## src/rtl/serial_shift_out_pkg.sv

```systemverilog
// Shared types and constants for the serial_shift_out transmitter.
// The optional parity bit is enabled by defining SHIFT_OUT_PARITY_EN.
package serial_shift_out_pkg;

   typedef enum logic [1:0] {IDLE, SHIFT, PARITY} sso_state_t;

   localparam logic SSO_IDLE_LEVEL = 1'b1;

   function automatic int sso_cnt_width(input int num_bits);
      return $clog2(num_bits + 1);
   endfunction

endpackage

```

## src/rtl/sso_bit_counter.sv

```systemverilog
// Bit counter with synchronous clear and enable; flag marks the last bit and
// the count rolls back to zero on the enabled cycle where the flag is set.
module sso_bit_counter #(
   parameter int WIDTH = 4,
   parameter int LAST  = 7
) (
   input  logic clk,
   input  logic n_rst,
   input  logic clear,
   input  logic enable,
   output logic flag
);

   logic [WIDTH-1:0] bit_cnt;

   assign flag = (bit_cnt == WIDTH'(LAST));

   always_ff @(posedge clk or negedge n_rst) begin
      if (!n_rst)
         bit_cnt <= '0;
      else if (clear)
         bit_cnt <= '0;
      else if (enable)
         bit_cnt <= flag ? '0 : bit_cnt + 1'b1;
   end

endmodule

```

## src/rtl/serial_shift_out.sv

```systemverilog
// Parallel-to-serial transmitter: one word per valid/ready accept, one bit per
// shift_strobe, line idles high. Optional parity bit via SHIFT_OUT_PARITY_EN.
module serial_shift_out
   import serial_shift_out_pkg::*;
#(
   parameter int NUM_BITS  = 8,
   parameter bit SHIFT_MSB = 1'b1
) (
   input  logic                clk,
   input  logic                n_rst,
   input  logic                load_valid,
   output logic                load_ready,
   input  logic [NUM_BITS-1:0] load_data,
   input  logic                shift_strobe,
   output logic                serial_out,
   output logic                frame_active,
   output logic                frame_done
);

   localparam int CNT_W   = sso_cnt_width(NUM_BITS);
   localparam int OUT_IDX = SHIFT_MSB ? NUM_BITS - 1 : 0;

   sso_state_t          state, next_state;
   logic [NUM_BITS-1:0] sr, sr_shift;
   logic                accept, shift_en, cnt_en, frame_end, last_bit;

`ifdef SHIFT_OUT_PARITY_EN
   logic                parity_reg;
`endif

   always_ff @(posedge clk or negedge n_rst) begin
      if (!n_rst)
         state <= IDLE;
      else
         state <= next_state;
   end

   always_comb begin
      next_state   = state;
      accept       = 1'b0;
      shift_en     = 1'b0;
      cnt_en       = 1'b0;
      frame_end    = 1'b0;
      load_ready   = 1'b0;
      frame_active = 1'b0;
      case (state)
         IDLE: begin
            load_ready = 1'b1;
            if (load_valid) begin
               accept     = 1'b1;
               next_state = SHIFT;
            end
         end
         SHIFT: begin
            frame_active = 1'b1;
            if (shift_strobe) begin
               shift_en = 1'b1;
               cnt_en   = 1'b1;
               if (last_bit) begin
`ifdef SHIFT_OUT_PARITY_EN
                  next_state = PARITY;
`else
                  next_state = IDLE;
                  frame_end  = 1'b1;
`endif
               end
            end
         end
`ifdef SHIFT_OUT_PARITY_EN
         PARITY: begin
            frame_active = 1'b1;
            if (shift_strobe) begin
               shift_en   = 1'b1;
               next_state = IDLE;
               frame_end  = 1'b1;
            end
         end
`endif
         default: next_state = IDLE;
      endcase
   end

   sso_bit_counter #(
      .WIDTH (CNT_W),
      .LAST  (NUM_BITS - 1)
   ) u_bit_counter (
      .clk    (clk),
      .n_rst  (n_rst),
      .clear  (accept),
      .enable (cnt_en),
      .flag   (last_bit)
   );

   // The fill bit reaches the output position exactly as the data runs out,
   // so the line returns to the idle level without any output mux.
   always_comb begin
      if (SHIFT_MSB)
         sr_shift = {sr[NUM_BITS-2:0], SSO_IDLE_LEVEL};
      else
         sr_shift = {SSO_IDLE_LEVEL, sr[NUM_BITS-1:1]};
`ifdef SHIFT_OUT_PARITY_EN
      if (state == SHIFT && last_bit)
         sr_shift[OUT_IDX] = parity_reg;
`endif
   end

   always_ff @(posedge clk or negedge n_rst) begin
      if (!n_rst)
         sr <= {NUM_BITS{SSO_IDLE_LEVEL}};
      else if (accept)
         sr <= load_data;
      else if (shift_en)
         sr <= sr_shift;
   end

`ifdef SHIFT_OUT_PARITY_EN
   always_ff @(posedge clk or negedge n_rst) begin
      if (!n_rst)
         parity_reg <= 1'b0;
      else if (accept)
         parity_reg <= ^load_data;
   end
`endif

   always_ff @(posedge clk or negedge n_rst) begin
      if (!n_rst)
         frame_done <= 1'b0;
      else
         frame_done <= frame_end;
   end

   assign serial_out = sr[OUT_IDX];

endmodule

```

## config.mk

```make
export PLATFORM = sky130hd
export DESIGN_NAME = serial_shift_out
export DESIGN_NICKNAME = d
export VERILOG_FILES = /design/src/rtl/serial_shift_out_pkg.sv /design/src/rtl/sso_bit_counter.sv /design/src/rtl/serial_shift_out.sv
export SDC_FILE = /design/constraint.sdc
export NUM_CORES = 1
export LEC_CHECK = 0
export ABC_AREA = 1
export ABC_CLOCK_PERIOD_IN_PS = 2600
export CAP_MARGIN = 10
export CORE_UTILIZATION = 55
export CTS_BUF_LIST = sky130_fd_sc_hd__clkbuf_8
export CTS_CLUSTER_SIZE = 8
export DETAILED_ROUTE_END_ITERATION = 12
export MAX_ROUTING_LAYER = met4
export PLACE_DENSITY = 0.86
export SETUP_SLACK_MARGIN = 0.1
export SYNTH_ARGS = -nofsm -noshare
export SYNTH_HDL_FRONTEND = slang
export SYNTH_HIERARCHICAL = 1
export SYNTH_SLANG_ARGS = --single-unit
```

## constraint.sdc

```tcl
create_clock -name clk -period 2.6 [get_ports clk]
set_input_delay 0.52 -clock clk [delete_from_list [all_inputs] [get_ports clk]]
set_output_delay 0.52 -clock clk [all_outputs]
set_load 0.05 [all_outputs]
```

# ---- After elaboration in Yosys (flattened, before gate mapping)
# Index checks and enable logic that the tools add are counted.
dict set report word_totals {
  word_cells 31
  ff_bits 15
}
dict set report classes {
  add_sub_neg 1
  n_eq_ne 5
  muxes 18
  reduce_logical 3
}
# cell count
set op_table {}
lappend op_table {{$mux 8} 2}
lappend op_table {{$mux 4} 3}
lappend op_table {{$mux 1} 9}
lappend op_table {{$mux 2} 3}
lappend op_table {{$add 4x1->4 const B} 1}
lappend op_table {{$eq 4x3->1 const B} 1}
lappend op_table {{$ne 2x2->1 const B} 2}
lappend op_table {{$pmux 2 s2} 1}
lappend op_table {{$reduce_and 3->1} 1}
lappend op_table {{$eq 2x1->1 const B} 1}
lappend op_table {{$logic_not 2->1} 1}
lappend op_table {{$ne 2x1->1 const B} 1}
lappend op_table {{$reduce_bool 2->1} 1}

# ---- Depth between registers and ports, before layout
dict set report depth {
  depth_word 4
  depth_mapped 7
  mapped_depth_nobuf 7
}

# ---- Modules after synthesis
# Netlist, hierarchy kept.
# mod seq_area_each_um2 cells_each area_each_um2 instances
set by_module_without_submodules {}
lappend by_module_without_submodules {serial_shift_out 260.2 54 515.5 1}
lappend by_module_without_submodules {sso_bit_counter 100.1 29 216.5 1}

# ---- Worst setup path before layout
# No wires, ideal clock.
dict set report synth_timing {
  path_type {register to output}
  startpoint {reg state[0]}
  endpoint {out load_ready}
  path_slack_ns 1.105
  arrival_time_ns 0.975
  required_ns 2.080
  stages_incl_launch_ff 2
  cell_sequence {dfrtp_1 > inv_2}
}
dict set report synth_via {
  elab_chain_cells 2
}
# element line_no
set synth_rtl {}
lappend synth_rtl {{start: declaration} serial_shift_out.sv:23} ;# sso_state_t state, next_state;
lappend synth_rtl {{start signal: assignment} serial_shift_out.sv:35} ;# state <= next_state;
lappend synth_rtl {{$logic_not 2->1} serial_shift_out.sv:46} ;# case (state)
lappend synth_rtl {{$mux 1} serial_shift_out.sv:46}
lappend synth_rtl {{end: declaration} serial_shift_out.sv:12} ;# output logic load_ready,
# Every way passes these cells.

# ---- Worst setup path in the final report
# Ends and elaborated chain as after synthesis.

==> results.md <==
- Outcome: completed
- Leak pwr: roughly 0.42 nW
- Cell chain of the critical path: inv_2, clkdlybuf4s50_1
- CP startpoint: state[0]
- N_diodes: 0
- Starting Density: 62.5%
- Final core utilization: 79.7%
- Core ar.: approximately 1200 um^2
- Post-DP HPWL: approximately 1100 um
- Clock Latency Late Sink: about 0.25 ns
- 1st-pass router iterations: 4
- CP required: 2.08 ns
- Syn Area/Cell: 8.82 um^2
- Clk_skew: between 0.0006 and 0.0007 ns
- Drt wl/cell: 13.5 um
- Die height: 38.5 um
- Startpoint Class: flop
- Hold Crit Start: sr[4]
- Final hold viol count: 0
- Worst-margin pin slew: between 0.6 and 0.7 ns
- Worst setup EP type: output port
- Via density: about 5.3
- Layout Area Growth over Synthesis: 27.5%
- # port buffers: 15
- Clock Tree Root: clkbuf_8
- Placer Congestion: between 0.8 and 0.9
- Number of setup buffers added after CTS: 0
- Final wirelength: 1550 um
- CTS clk-pin slew, worst paths: roughly 0.06 ns
- Cts repair resizes: 0
- Part of the cycle the worst path needs: a little over 80%
- Die area: about 1500 um^2
- Synth warn: 6
- Mapped Area: 732 um^2
- Max cap viols: 0
- Crit path max fanout: 4
- Remaining DRCs: 0
- Max clock buf depth: 2
- GRT Util Overall: between 20% and 30%
- CP max-delay cell: clkdlybuf4s50_1
- Num rows: 12
- Max VDD drop: 0.000699 V
- Hold-fix buffers, CTS: 0
- Antenna Nets Post-Route: 0
- Peak Freq: 469 MHz
- Crit path kind: flop to output port
- Cell count after synthesis: between 80 and 90
- Slew headroom: between 50 and 60%
- Initial drt markers: 6
- Multi-input gate area: ~330 um^2
- Yosys reg bits: 14
- RSZ-0062 raised after global routing: no
- FILL cells: just over 80
- Via count: 609
- Synth cell types: 18
- Crit path DAT: about 1.6 ns
- Power per cell area: 1030 nW/um^2
- IO Pins: 16
- Clock buffer count from CTS: 3
- Worst R2R Start: state[0]
- Sum Neg Setup Slack: 0 ns
- WHS: roughly 0.5 ns
- Setup-failing EPs final: 0
- Initial antenna violation count: 0
- Seq/Total Area, Yosys: about half
- Worst Hold Class: flop to flop
- First-pass GRT wire length: roughly 2400 um
- Layout cells sized above 1: ~26%
- Flip-flop and latch area: about 360 um^2
- Nets: between 100 and 150
- Post-synthesis net count: 96
- Grt total ovfl: 0
- Max incr delay on CP: around 0.80 ns
- Vias in the first global route: about 580
- H-tree depth: 1
- Tmin final: 2.13 ns
- Num Clock Sinks: 14
- Largest net degree at the start of global routing: 15
- Max Slew Vio Count: 0
- Chip width: a little under 40 um
- CTS tree: built
-- synth_stat cells --
cell,count,area (um^2)
nand2_1,29,109
a21oi_1,2,10.0
nand3_2,7,70.1
ha_1,1,12.5
nand2_4,1,11.3
clkinv_1,1,3.75
buf_6,1,11.3
nand2_2,2,12.5
nor2_2,1,6.26
nand3_1,11,55.1
nor2_4,2,22.5
dfrtp_1,6,150
nand4_1,1,6.26
dfstp_2,8,210
inv_2,2,7.51
nor2_1,2,7.51
nor3b_1,1,7.51
inv_1,5,18.8
-- worst max-delay path: cells and delay by family, from the launching register on --
family | cells | cell delay, ns
flops | 1 | 0.44
buf+inv | 2 | 0.92
-- path summary, 6_finish.rpt --
kind	end	slack [ns]	depth (start not counted)
setup / recovery	load_ready	0.47	2
hold / removal	sr[4]	0.49	2
setup reg to reg	u_bit_counter/bit_cnt[0]	0.97	5
hold reg to reg	sr[4]	0.49	2
max in group asynchronous	frame_done	1.55	1
min in group asynchronous	u_bit_counter/bit_cnt[1]	0.66	1
-- report_power, final --
group,switching [mW],internal [mW]
sequential,0.0835,0.346
clock,0.0786,0.105
combinational,0.210,0.135
-- sequential cells by signal (all words and copies together) (netlist names) --
signal	cells
sr	8
state	1
frame_done	1
u_bit_counter/bit_cnt	4
-- through the flow --
stage                     cell area, um^2  setup WS (ns)  power [mW]  instances
final                                 933          0.469       0.957        115
after global routing                  933          0.416        1.02        115
after CTS                             933          0.456       0.958        115
after detailed placement              888          0.512       0.775        111
after global placement                888          0.617       0.750        111
after floorplan                       732           1.11       0.667         83
-- layout make-up --
cell class                 count  area share (%)
tap                           14            1.88
clock buffer                   3            4.42
sequential                    14            38.6
inverter                       8            3.22
timing repair buffer          15            16.1
multi-input combinational     60            35.4
clock inverter                 1           0.402
-- routing by layer --
metal | global-route usage, % | vias to the layer above | part of all wire, %
met5 | - | - | 0
met4 | 15.5 | 0 | 1.6
met3 | 8.72 | 3 | 4.7
met2 | 44.6 | 14 | 51
met1 | 27.2 | 287 | 43
li1 | - | 305 | -
-- cell families (layout without fill, tap and decap cells) --
logic type | count (synthesis) | count (layout) | share of synthesized area [%]
buffers and inverters | 9 | 27 | 5.64
AOI/OAI and AO/OA | 2 | 2 | 1.37
DFF | 14 | 14 | 49.2
adders and majority gates | 1 | 1 | 1.71
and+or+nand+nor | 57 | 57 | 42.1
-- cells in the final DEF, fill, tap and decap left out --
master           count
nor3b_1              1
nand2_2              2
nor2_2               1
a21oi_1              2
dfrtp_1              6
ha_1                 1
nand3_1             11
nor2_1               2
clkinv_1             1
inv_2                2
inv_1                6
nand4_1              1
nand3_2              7
nor2_4               2
clkbuf_8             3
clkdlybuf4s50_1     15
nand2_1             29
nand2_4              1
dfstp_2              8
No activity file was read; power rests on OpenSTA's default activity.
